<file path="src/rtl/pipelined_carry_adder.sv">
// Pipelined N-bit add/subtract built from S carry-registered slices of N/S bits,
// with valid/ready handshakes on both sides and a global stall from the output bank.
module pipelined_carry_adder #(
    parameter int unsigned N = 8,
    parameter int unsigned S = 2
) (
    input  logic         clk,
    input  logic         rst_n,
    input  logic         in_valid,
    output logic         in_ready,
    input  logic [N-1:0] a,
    input  logic [N-1:0] b,
    input  logic         cin,
    input  logic         sub,
    output logic         out_valid,
    input  logic         out_ready,
    output logic [N-1:0] sum,
    output logic         carry,
    output logic         overflow
);

    localparam int unsigned W = N / S;

    logic stall;

    assign stall    = out_valid & ~out_ready;
    assign in_ready = ~stall;

    // Stage k computes slice k. Operand bits not yet consumed move forward,
    // completed low sum bits grow by one slice per stage.
    for (genvar k = 0; k < S; k++) begin : g_stage
        localparam int unsigned IW = N - k * W;

        logic [IW-1:0]        op_a;
        logic [IW-1:0]        op_b;
        logic                 c_in;
        logic                 v_in;
        logic [W:0]           slice;
        logic [(k+1)*W-1:0]   sum_nx;
        logic [(k+1)*W-1:0]   sum_q;
        logic                 c_q;
        logic                 v_q;

        if (k == 0) begin : g_first
            // Subtract is a + ~b + ~cin.
            assign op_a   = a;
            assign op_b   = b ^ {N{sub}};
            assign c_in   = cin ^ sub;
            assign v_in   = in_valid & in_ready;
            assign sum_nx = slice[W-1:0];
        end else begin : g_next
            assign op_a   = g_stage[k-1].g_fwd.a_q;
            assign op_b   = g_stage[k-1].g_fwd.b_q;
            assign c_in   = g_stage[k-1].c_q;
            assign v_in   = g_stage[k-1].v_q;
            assign sum_nx = {slice[W-1:0], g_stage[k-1].sum_q};
        end

        assign slice = {1'b0, op_a[W-1:0]} + {1'b0, op_b[W-1:0]} + {{W{1'b0}}, c_in};

        always_ff @(posedge clk or negedge rst_n) begin
            if (!rst_n) begin
                sum_q <= '0;
                c_q   <= 1'b0;
                v_q   <= 1'b0;
            end else if (!stall) begin
                sum_q <= sum_nx;
                c_q   <= slice[W];
                v_q   <= v_in;
            end
        end

        if (k < S - 1) begin : g_fwd
            logic [IW-W-1:0] a_q;
            logic [IW-W-1:0] b_q;

            always_ff @(posedge clk or negedge rst_n) begin
                if (!rst_n) begin
                    a_q <= '0;
                    b_q <= '0;
                end else if (!stall) begin
                    a_q <= op_a[IW-1:W];
                    b_q <= op_b[IW-1:W];
                end
            end
        end

        if (k == S - 1) begin : g_last
            logic ovf_q;

            // Carry into the MSB is recovered as a ^ b' ^ sum at that bit.
            always_ff @(posedge clk or negedge rst_n) begin
                if (!rst_n) begin
                    ovf_q <= 1'b0;
                end else if (!stall) begin
                    ovf_q <= op_a[W-1] ^ op_b[W-1] ^ slice[W-1] ^ slice[W];
                end
            end
        end
    end

    assign out_valid = g_stage[S-1].v_q;
    assign sum       = g_stage[S-1].sum_q;
    assign carry     = g_stage[S-1].c_q;
    assign overflow  = g_stage[S-1].g_last.ovf_q;

endmodule

</file>
<file path="config.mk">
export PLATFORM = sky130hd
export DESIGN_NAME = pipelined_carry_adder
export DESIGN_NICKNAME = d
export VERILOG_FILES = /design/src/rtl/pipelined_carry_adder.sv
export SDC_FILE = /design/constraint.sdc
export NUM_CORES = 1
export LEC_CHECK = 0
export CORE_ASPECT_RATIO = 0.8
export CORE_UTILIZATION = 35
export CTS_BUF_LIST = sky130_fd_sc_hd__clkbuf_8
export DETAILED_ROUTE_END_ITERATION = 10
export PLACE_DENSITY = 0.67
export RECOVER_POWER = 100
export SLEW_MARGIN = 5
export SYNTH_ARGS = -nofsm -noshare
export SYNTH_HDL_FRONTEND = slang
export SYNTH_SLANG_ARGS = --single-unit
</file>
<file path="constraint.sdc">
create_clock -name clk -period 2.18 [get_ports clk]
set_clock_uncertainty 0.2 [all_clocks]
set_input_delay 0.436 -clock clk [delete_from_list [all_inputs] [get_ports clk]]
set_output_delay 0.436 -clock clk [all_outputs]
set_load 0.05 [all_outputs]
</file>
==> flow_summary.toml <==
[run_status]
failed_checks = "design-rule violations"
run_status = "complete, but fails checks"

[power]
power.total_w = 0.00185
comb_power_share_pct = 48.8
switchingPower_w = 0.000748
power.share.switching_pct = 40.4
cellInternalPower_w = 0.00110
power.density_cell_area_nw_per_um2 = 1050
ir_worst_vdd_v = 0.000528
power.leakage_nw = 0.775
power_frac_clock_pct = 14.6
power.sequential.fraction_pct = 36.6

[critical_path]
crit_required_ns = 1.54
crit_path_start_kind = "primary input"
critical_path.cell_chain = "dlygate4sd3_1 > nand2b_1 > buf_12 > buf_8"
crit_type = "in2out"
end_kind = "primary output"
critical-path-top-delay-family = "buffers and inverters"
critical_path_peak_fanout = 19
critical-path-slowest-cell = "dlygate4sd3_1"
arrival_ns = 1.49
cp_slowest_stage_delay_ns = 0.53
critPathBufInv = 3

[detailed_routing]
detailroute.via_count = 859
initialDrtViolationCount = 37
route.final.wire_length_mm = 2.28
route.detailed.drc = 2
vias_per_cell = 4.64
dr.pass1.iters = 7
drtAntennaViolNets = 0
detail_route.wl_per_cell_um = 12.3

[synth]
synth_area_um2 = 1270
yosysUniqueCellTypes = 19
synth_compound_area_share_pct = 7.88
synthesis.area_per_instance_um2 = 12.3
post_synth_inst_count = 103
synth_nets = 135
ys.warnings.count = 0
post_synth_mux_area_share_pct = 12.7
synth.ff_latch_count = 25
yosys.area.top_type = "dfrtp_1"
synth_sequential_area_ratio_pct = 49.3
yosys.area_share.xor_xnor_pct = 9.66
dominant_combinational_cell_family_by_area_after_synthesis = "multiplexers"
netlist_top_cells_area = "dfrtp_1 (49%), mux2_1 (9.8%), fa_1 (6.3%), ha_1 (5.9%), xor2_1 (5.5%)"
synth_top_area_share_pct = 49.3
synth_adder_area_share_pct = 12.2
synthSimpleGateAreaFrac_pct = 5.02

[layout]
finalNetCount = 176
diodes = 0
layout_overhead_on_the_synthesized_area_pct = 38.4
finished_cell_area_um2 = 1760
drive_gt1_share_pct = 16.1
finish.utilization_pct = 51.0
nFillCells = 311

[placement]
dp_hpwl_mm = 1.73
worst_slack_at_placement_ns = -0.564
io_buffer_count = 33
dpl-instance-area_um2 = 1710
place_congestion = 0.744

[die]
top_level_ports = 34
start_util_pct = 36.8
standard_cell_rows = 19
die_width_um = 69.3
die_area_um2 = 3870
core_region_area_um2 = 3450
die_h_um = 55.9

[clock_network]
clock_sinks = 25
clk_root_buffer_cell = "clkbuf_8"
cts.hold.buffers_added = 0
cts_made_buffers = 3
cts.htree.levels = 1
insertion_delay_ns = 0.27
tritoncts = "built"
cts.clk_slew.worst_paths_ns = 0.09
cts.path.max_buffers = 2

[timing]
finalWorstPathRequiredPeriod_ns = 2.13
final_clock_period_utilization_by_the_worst_path_pct = 97.5
fmaxAchievable_mhz = 471
final.setup.tns_ns = 0
final_hold_viol_count = 0
worst_slack_ns = 0.0547
worst_slew_pin_slew_ns = 0.618
maxSlewViolCount = 0
rsz_0062_raised_after_global_routing = "no"
setup-violations-final = 0
max_slew_headroom_pct = 58.8

[global_routing]
grt_first_pass_wirelength_mm = 4.17
grt_antenna_before_repair = 0
grt.overflow.total = 0
maximum_number_of_pins_on_one_net_before_global_route_repair = 26
global_routing_usage_summed_across_all_routing_layers_pct = 13.9
first_global_vias = 857

[worst_hold_path]
hold_path.class = "reg2reg"

[run]
maximum_capacitance_violations = 0
per-layer routing:
layer	GRT usage (%)	part of all wire, %	wire (um)
met3	4.35	3.8	86
met5	0	0	0
met4	4.37	0	0
met1	19.5	48	1090
met2	20.8	48	1100
power by group through the flow:
stage	clock, W	sequential, W	combinational [W]
3_5_place_dp	0	0.000691	0.000914
6_report	0.000270	0.000679	0.000903
2_1_floorplan	0	0.000985	0.000302
3_3_place_gp	0	0.000684	0.000898
4_1_cts	0.000283	0.000681	0.000916
5_1_grt	0.000304	0.000702	0.000962
area by class of cell:
| cell class | count | area (um2) | area share [%] |
|---|---|---|---|
| Clock buffer | 3 | 41.3 | 2.35 |
| Clock inverter | 1 | 5.00 | 0.285 |
| Inverter | 3 | 11.3 | 0.641 |
| Multi-Input combinational cell | 70 | 623 | 35.4 |
| Sequential cell | 25 | 626 | 35.6 |
| Tap cell | 42 | 52.6 | 2.99 |
| Timing Repair Buffer | 41 | 399 | 22.7 |
kinds of logic after synthesis:
family / count (synthesis)
AOI/OAI and AO/OA: 17
xor gates and xnor gates: 14
adders and majority gates: 10
buffers and inverters: 8
DFF: 25
muxes: 14
and+or+nand+nor: 15
path summary, 6_finish.rpt:
check                          startpoint   endpoint  slack, ns  cells after the start
hold reg to reg            g_stage[0].v_q  out_valid       0.27                      1
setup reg to reg           g_stage[0].c_q   overflow       0.10                      7
min in group asynchronous           rst_n  out_valid       0.51                      2
setup / recovery                out_ready   in_ready       0.05                      4
hold / removal             g_stage[0].v_q  out_valid       0.27                      1
max in group asynchronous           rst_n     sum[5]       0.87                      2
cell usage after synthesis:
master     n
dfrtp_1   25
mux2_1    11
a21oi_1   10
nor2_1    10
xor2_1     8
ha_1       6
xnor2_1    6
fa_1       4
a21o_1     3
buf_2      3
inv_1      3
nand2b_1   3
a21oi_2    2
mux2_2     2
nand2_1    2
o21ai_1    2
buf_6      1
clkbuf_1   1
mux2_4     1
metrics by stage:
| step | hold WS (ns) | std cells |
|---|---|---|
| 6_report | 0.265 | 185 |
| 2_1_floorplan | -0.0596 | 103 |
| 5_1_grt | 0.308 | 185 |
| 4_1_cts | 0.271 | 184 |
| 3_5_place_dp | 0.248 | 180 |
| 3_3_place_gp | 0.236 | 180 |
layout by cell type, fill, tap and decap left out, drive strengths merged:
cell and count:
inv 3, nor2 10, o21ai 2, dlygate4sd2 1, mux2 14, clkinv 1
clkdlybuf4s50 27, buf 7, nand2 2, a21o 3, ha 6, nand2b 3
dfrtp 25, clkbuf 6, dlygate4sd3 2, xor2 8, a21oi 12, dlymetal6s2s 1
xnor2 6, fa 4
registers in the layout, summed over array words and instances, names as in the netlist:
signal / cells
carry: 1
out_valid: 1
g_stage.g_fwd.b_q: 4
overflow: 1
sum: 8
g_stage.v_q: 1
g_stage.g_fwd.a_q: 4
g_stage.c_q: 1
g_stage.sum_q: 4
repair_timing:
| action | 4_1_cts | 5_1_grt |
|---|---|---|
| endpoints found under the setup margin | 4 | 3 |
| resized for setup | 2 | 8 |
| pin swaps | 2 | 4 |
| setup buffers | 0 | 1 |
| cloned | 0 | 0 |
Power figures use the tool's default switching activity.
